<file path="src/rtl/core_pkg.sv">
// core_pkg: shared ALU control codes, datapath widths and EX-stage register layout.
package core_pkg;
  localparam int XLEN    = 32;
  localparam int RADDR_W = 5;
  typedef enum logic [2:0] {
    ALU_AND  = 3'b000,
    ALU_OR   = 3'b001,
    ALU_ADD  = 3'b010,
    ALU_ANDN = 3'b100,
    ALU_ORN  = 3'b101,
    ALU_SUB  = 3'b110,
    ALU_SLT  = 3'b111
  } alu_con_t;
  typedef enum logic [1:0] {FWD_REG, FWD_MEM, FWD_WB} fwd_sel_t;
  typedef struct packed {
    logic               valid;
    logic               reg_write;
    logic               mem_read;
    logic               alu_src;
    alu_con_t           con;
    logic [RADDR_W-1:0] rd_addr;
    logic [RADDR_W-1:0] rs_addr;
    logic [RADDR_W-1:0] rt_addr;
    logic [XLEN-1:0]    rs_data;
    logic [XLEN-1:0]    rt_data;
    logic [XLEN-1:0]    imm;
  } ex_regs_t;
endpackage

</file>
<file path="src/rtl/fwd_mux.sv">
// fwd_mux: picks the freshest value of one source register from MEM, WB or the regfile copy.
module fwd_mux
  import core_pkg::*;
(
  input  logic [RADDR_W-1:0] addr,
  input  logic [XLEN-1:0]    reg_data,
  input  logic               mem_reg_write,
  input  logic [RADDR_W-1:0] mem_rd_addr,
  input  logic [XLEN-1:0]    mem_result,
  input  logic               wb_reg_write,
  input  logic [RADDR_W-1:0] wb_rd_addr,
  input  logic [XLEN-1:0]    wb_result,
  output logic [XLEN-1:0]    data
);
  fwd_sel_t sel;
  always_comb begin
    sel  = (mem_reg_write && mem_rd_addr != '0 && mem_rd_addr == addr) ? FWD_MEM :
           (wb_reg_write && wb_rd_addr != '0 && wb_rd_addr == addr)    ? FWD_WB  : FWD_REG;
    data = sel == FWD_MEM ? mem_result : sel == FWD_WB ? wb_result : reg_data;
  end
endmodule

</file>
<file path="src/rtl/ex_operand_stage.sv">
// ex_operand_stage: ID/EX register with operand forwarding and load-use hazard detection.
module ex_operand_stage
  import core_pkg::*;
(
  input  logic               clk,
  input  logic               rst_n,
  input  logic               id_valid,
  input  logic [RADDR_W-1:0] id_rs_addr,
  input  logic [RADDR_W-1:0] id_rt_addr,
  input  logic [RADDR_W-1:0] id_rd_addr,
  input  logic [XLEN-1:0]    id_rs_data,
  input  logic [XLEN-1:0]    id_rt_data,
  input  logic [XLEN-1:0]    id_imm,
  input  logic               id_alu_src,
  input  logic               id_uses_rt,
  input  logic [2:0]         id_alu_con,
  input  logic               id_reg_write,
  input  logic               id_mem_read,
  input  logic               mem_reg_write,
  input  logic [RADDR_W-1:0] mem_rd_addr,
  input  logic [XLEN-1:0]    mem_result,
  input  logic               wb_reg_write,
  input  logic [RADDR_W-1:0] wb_rd_addr,
  input  logic [XLEN-1:0]    wb_result,
  input  logic               stall_i,
  input  logic               flush_i,
  output logic [XLEN-1:0]    op1,
  output logic [XLEN-1:0]    op2,
  output logic [2:0]         con,
  output logic [XLEN-1:0]    store_data,
  output logic               ex_valid,
  output logic [RADDR_W-1:0] ex_rd_addr,
  output logic               ex_reg_write,
  output logic               ex_mem_read,
  output logic               hazard_o
);
  ex_regs_t ex_q, ex_d, cap, held;
  logic [XLEN-1:0] fwd_rs, fwd_rt;
  fwd_mux u_fwd_rs (
    .addr(ex_q.rs_addr), .reg_data(ex_q.rs_data),
    .mem_reg_write(mem_reg_write), .mem_rd_addr(mem_rd_addr), .mem_result(mem_result),
    .wb_reg_write(wb_reg_write), .wb_rd_addr(wb_rd_addr), .wb_result(wb_result),
    .data(fwd_rs)
  );
  fwd_mux u_fwd_rt (
    .addr(ex_q.rt_addr), .reg_data(ex_q.rt_data),
    .mem_reg_write(mem_reg_write), .mem_rd_addr(mem_rd_addr), .mem_result(mem_result),
    .wb_reg_write(wb_reg_write), .wb_rd_addr(wb_rd_addr), .wb_result(wb_result),
    .data(fwd_rt)
  );
  assign hazard_o = ex_q.valid && ex_q.mem_read && ex_q.rd_addr != '0 && id_valid &&
                    (ex_q.rd_addr == id_rs_addr || (id_uses_rt && ex_q.rd_addr == id_rt_addr));
  always_comb begin
    cap           = '0;
    cap.valid     = id_valid;
    cap.reg_write = id_reg_write && id_valid;
    cap.mem_read  = id_mem_read && id_valid;
    cap.alu_src   = id_alu_src;
    cap.con       = alu_con_t'(id_alu_con);
    cap.rd_addr   = id_rd_addr;
    cap.rs_addr   = id_rs_addr;
    cap.rt_addr   = id_rt_addr;
    cap.rs_data   = id_rs_data;
    cap.rt_data   = id_rt_data;
    cap.imm       = id_imm;
    // A frozen EX keeps absorbing forwarded operands so a retiring producer is not lost.
    held          = ex_q;
    held.rs_data  = fwd_rs;
    held.rt_data  = fwd_rt;
    ex_d          = flush_i ? '0 : stall_i ? held : hazard_o ? '0 : cap;
  end
  always_ff @(posedge clk) begin
    if (!rst_n) ex_q <= '0;
    else ex_q <= ex_d;
  end
  assign op1          = fwd_rs;
  assign op2          = ex_q.alu_src ? ex_q.imm : fwd_rt;
  assign store_data   = fwd_rt;
  assign con          = ex_q.con;
  assign ex_valid     = ex_q.valid;
  assign ex_rd_addr   = ex_q.rd_addr;
  assign ex_reg_write = ex_q.reg_write && ex_q.valid;
  assign ex_mem_read  = ex_q.mem_read && ex_q.valid;
endmodule

</file>
<file path="config.mk">
export PLATFORM = sky130hd
export DESIGN_NAME = ex_operand_stage
export DESIGN_NICKNAME = d
export VERILOG_FILES = /design/src/rtl/core_pkg.sv /design/src/rtl/fwd_mux.sv /design/src/rtl/ex_operand_stage.sv
export SDC_FILE = /design/constraint.sdc
export NUM_CORES = 1
export LEC_CHECK = 0
export ABC_AREA = 1
export CAP_MARGIN = 25
export CORE_MARGIN = 1.5
export CORE_UTILIZATION = 45
export CTS_CLUSTER_SIZE = 8
export DETAILED_ROUTE_END_ITERATION = 7
export DONT_BUFFER_PORTS = 1
export GPL_TIMING_DRIVEN = 0
export PLACE_DENSITY = 0.7
export SYNTH_ARGS = -nofsm -noshare
export SYNTH_HDL_FRONTEND = slang
export SYNTH_SLANG_ARGS = --single-unit
</file>
<file path="constraint.sdc">
create_clock -name clk -period 1.3 [get_ports clk]
set_input_delay 0.065 -clock clk [delete_from_list [all_inputs] [get_ports clk]]
set_output_delay 0.065 -clock clk [all_outputs]
set_load 0.01 [all_outputs]
</file>
==> impl_results.md, run 1 <==
* Worst Endpoint after GRT Repair: op2[4]
* Cell taking the most area after synthesis: dfxtp_1
* CTS Buffer Depth at 2
* Fraction of registers with async set or reset after synthesis at 0%
* Die width at around 140 µm
* Synthesized instance count at approximately 1300
* Last stage reached: global routing (5_1_grt)
* # H-tree levels at 4
* I/O Buffers at 0
* Post-synth EDFFs at 0
* Die height at 136 µm
* Top post-synthesis cells by area: dfxtp_1 (30%), nand2_1 (19%), nand3_1 (10%)
* Starting Density at between 40 and 50%
* WEP type: primary output
* Seq/Total Area, Yosys at 29.8%
* CTS Buf Count at 17
* Err: [ERROR GRT-0232] Routing congestion too high. Check the congestion heatmap in the GUI.
* Top FF cell, synth: dfxtp_1
* Flops & latches, synth at around 120
* Post-synth top area share at around 30%
* Total clock sinks at approximately 120
* Cell area after synthesis at ~7900 µm²
* I/O pins at between 300 and 400
* Syn Area/Cell at roughly 6.3 µm²
* Gr usage total at about two thirds
* Final Wtd Congestion at 0.916
* CTS root buffer: clkbuf_16
* Mapped Nets at approximately 1500
* Gr ovfl total at 10
* Status: did not finish
* Worst slack at placement at -0.676 ns
* Largest net degree at the start of global routing at 17
* Total number of yosys warnings at 0
* Row Count at between 40 and 50
* Synth cell types at 30
* Post-DP HPWL at between 20000 and 25000 µm
[logic make-up after synthesis]
logic type	after synthesis	share of synthesized area [%]
AO/OA/AOI/OAI	179	11.7
XOR/XNOR	18	2.08
flip-flops	118	29.8
buffers and inverters	235	13.3
AND/OR/NAND/NOR	716	43.2
[timing repair]
item,4_1_cts
endpoints found under the setup margin,215
gates cloned,11
resized for setup,284
buffers inserted,41
hold buffers,156
pin swaps,81
hold endpoints to repair,118
[per-layer routing]
layer | overflow | global-route usage [%]
met1 | 1 | 66.5
met5 | 0 | 28.3
met3 | 0 | 56.5
met2 | 6 | 82.1
met4 | 3 | 51.3
[per-stage QoR]
stage                     TNS [ns]  std cells  instance area (µm²)  hold slack (ns)  utilization (%)
after global placement      -85.62       1491                 8470            0.208             49.0
after detailed placement    -87.07       1491                 8470            0.208             49.0
after floorplan              -8.05       1266                 8190            0.199                -
after CTS                  -101.94       1729                12300          0.00293             71.3
[cells in the mapped netlist, types with 30 or more instances]
library cell / count
o21ai_0: 44
nand2_1: 393
inv_1: 132
nand3_1: 163
nand2_2: 32
nor2_1: 33
buf_2: 30
a21oi_1: 102
dfxtp_1: 118
clkbuf_1: 45
nand3_2: 46
nor2_2: 31
==> inputs of run 2 (changes only) <==
--- a/config.mk
+++ b/config.mk
@@ -8,12 +8,11 @@
 export ABC_AREA = 1
 export CAP_MARGIN = 25
 export CORE_MARGIN = 1.5
-export CORE_UTILIZATION = 45
-export CTS_CLUSTER_SIZE = 8
+export CORE_UTILIZATION = 30
 export DETAILED_ROUTE_END_ITERATION = 7
 export DONT_BUFFER_PORTS = 1
 export GPL_TIMING_DRIVEN = 0
-export PLACE_DENSITY = 0.7
+export PLACE_DENSITY_LB_ADDON = 0.15
 export SYNTH_ARGS = -nofsm -noshare
 export SYNTH_HDL_FRONTEND = slang
 export SYNTH_SLANG_ARGS = --single-unit
==> constraint.sdc (replaced) <==
create_clock -name clk -period 1.7 [get_ports clk]
set_input_delay 0.085 -clock clk [delete_from_list [all_inputs] [get_ports clk]]
set_output_delay 0.085 -clock clk [all_outputs]
set_load 0.01 [all_outputs]
==> impl_results.md, run 2 <==
* CTS root buffer: clkbuf_16
* Final hold vios at 0
* Cell area after synthesis at 7940 µm² (unchanged)
* Syn Area/Cell at 6.27 µm² (unchanged)
* DRC viols at 0
* Unrepaired setup endpoints after global routing: true
* Fraction of the cycle the final worst path needs at 124%
* Violated checks: setup timing
* Area Overhead vs Synth at 80.2%
* Maximum vdd drop at a little over 0.0005 V
* Synth cell types at 30 (unchanged)
* CTS Buf Count at 17 (unchanged)
* Cell taking the most area after synthesis: dfxtp_1
* Max reg flops at approximately 110
* Post-DP HPWL at 27600 µm (+15%)
* R2R cell count at 9
* Pins Over Slew Limit at 0
* Clk_lat worst skew at 0.42 ns
* Mapped Nets at 1465 (unchanged)
* Worst Hold Class: input pin to flip-flop
* Core Area at about 26000 µm²
* Remaining antenna violation count at 0
* I/O pins at 307 (unchanged)
* Share of layout cells above drive strength 1 at 46.6%
* Row Count at 59 (+23%)
* Design Area, Final at 14300 µm²
* Count leader, synth: nand2_1
* Drt wl/cell at 21.0 µm
* Initial antenna violation count at 2
* Gr ovfl total at 0
* Initial DRC count at 553
* TNS Setup at -35.74 ns
* Post-Route WL at ~39000 µm
* Commonest cells after routing, fill and taps aside: nand2_1 (224), dlygate4sd3_1 (140), nand2_2 (105)
* CP Capture Type: primary output
* Worst slack at placement at -0.411 ns (+0.265 ns)
* M1 WL at 16600 µm
* Die height at 166 µm (+22%)
* WL met2 at around 18000 µm
* Seq/Total Area, Yosys at 29.8% (unchanged)
* Leak at 6.25 nW
* Switching pwr at roughly 0.0029 W
* Fmax at 0.473 GHz
* Synthesized instance count at 1266 (unchanged)
* Starting Density at 30.6% (-15 points)
* Post-synth top area share at 29.8% (unchanged)
* Fraction of registers with async set or reset after synthesis at 0% (unchanged)
* Int Pwr at 0.00604 W
* I/O Buffers at 0 (unchanged)
* Critical Path RT at around 1.6 ns
* Max-cap violations at 0
* Top post-synthesis cells by area: dfxtp_1 (30%), nand2_1 (19%), nand3_1 (10%)
* Vias in the first global route at approximately 9000
* Total clock sinks at 118 (unchanged)
* Clk_skew at 0.0112 ns
* Hold Path Depth at 4
* Sw frac at roughly 32%
* DP Area at 8360 µm² (-1.3%)
* Die width at 166 µm (+22%)
* Worst EP arrival at between 2 and 2.5 ns
* Gr usage total at 26.3%
* Startpoint Class: flip-flop
* Logic pwr share at approximately 25%
* Vias after detailed routing at between 9000 and 10000
* Least-Margin Pin Slew at around 0.84 ns
* Final Wtd Congestion at 0.892 (-2.7%)
* DRT Pass-1 Iters at 7
* Max_slew headroom at between 40 and 50%
* Clock network power share at 41.6%
* Final core utilization at a little under three fifths
* Synth top cells by count: nand2_1 (393), nand3_1 (163), inv_1 (132)
* Part of the power in registers at approximately 33%
* Crit Path Max Fanout at 6
* Final Net Count at 1693
* Final setup fails at ~170
* Vias/cell at 5.08
* Cell area power density at about 620 nW/µm²
* Worst-path clk slew at about 0.060 ns
* CTS tree: done
* Met3 wire len at approximately 2600 µm
* Top Metal Used: met4
* Post-synth EDFFs at 0 (unchanged)
* Top FF cell, synth: dfxtp_1
* Biggest register: ex_q
* # H-tree levels at 4 (unchanged)
* First-pass GRT wire length at 55200 µm
* Min cycle time layout at 2.11 ns
* Worst setup margin at -0.414 ns
* Die ar. at 27400 µm²
* Total number of yosys warnings at 0 (unchanged)
* Crit path kind: flip-flop to primary output
* Flops & latches, synth at 118 (unchanged)
* Status: finished with violations
* CTS Buffer Depth at 2 (unchanged)
* Commonest non-fill, non-tap cell in the layout: nand2_1
* Largest net degree at the start of global routing at 17
[run 2: cell counts after synthesis]
Identical to the previous run, type by type.
[run 2: area by class of cell]
type | instances | area [µm²]
clock inverters | 14 | 150
well taps | 335 | 419
diodes | 1 | 2.50
repair buffers | 213 | 2510
flip-flops and latches | 118 | 2410
clock buffers | 18 | 439
fillers | 2421 | 11700
inverters | 134 | 514
multi-input cells | 913 | 7030
plain buffers | 97 | 823
[run 2: path summary, 6_finish.rpt]
check,start,end,slack (ns)
worst min-delay path,wb_result[28],ex_q[60]$_SDFF_PP0_,0.009
worst max-delay path,ex_q[99]$_SDFFE_PP0N_,op2[9],-0.41
worst max register to register,ex_q[100]$_SDFFE_PP0N_,ex_q[34]$_SDFF_PP0_,-0.13
worst min register to register,ex_q[31]$_SDFFE_PP0N_,ex_q[31]$_SDFFE_PP0N_,0.47
[run 2: power groups by stage]
stage | Sequential, W | Clock (W) | Combinational, W
4_1_cts | 0.00295 | 0.00373 | 0.00185
3_5_place_dp | 0.00300 | 0 | 0.00125
5_1_grt | 0.00297 | 0.00387 | 0.00239
3_3_place_gp | 0.00300 | 0 | 0.00125
6_report | 0.00296 | 0.00370 | 0.00223
2_1_floorplan | 0.00298 | 0 | 0.000932
[run 2: repair_timing]
action,CTS,global route
gates resized for setup,310,458
buffers inserted,42,21
endpoints found under the setup margin,213,215
hold buffers,140,0
cloned,7,15
pin swaps,59,148
endpoints found under the hold margin,118,0
[run 2: metal layers]
layer / global-route usage (%) / vias up
li1: - / 4489
met1: 34.2 / 4478
met2: 42.0 / 342
met3: 7.41 / 61
met4: 8.62 / 0
met5: 0 / -
[run 2: critical path: stages (launching register included)]
cell       delay (ns)
dfxtp_4          0.40
xnor2_2          0.12
nand2_2          0.08
nor2_4           0.21
nand2_4          0.17
clkbuf_16        0.21
nand2_4          0.06
nand3_4          0.10
a31oi_4          0.24
[run 2: cells by family (layout without fill, tap and decap cells)]
kind of cell | after synthesis | count (layout) | synth area share (%)
DFF | 118 | 118 | 29.8
other | 0 | 1 | 0
and+or+nand+nor | 716 | 716 | 43.2
xor gates and xnor gates | 18 | 18 | 2.08
buffers and inverters | 235 | 476 | 13.3
AOI/OAI and AO/OA | 179 | 179 | 11.7
[run 2: stage by stage]
stage,cells,hold WS (ns),power (W)
floorplan,1266,0.226,0.00392
global placement,1601,0.231,0.00426
detailed placement,1601,0.235,0.00426
CTS,1821,0.00174,0.00853
global route,1842,0.0189,0.00923
finish,1843,0.00877,0.00889
Note: power is estimated with default switching activity, not from simulation.
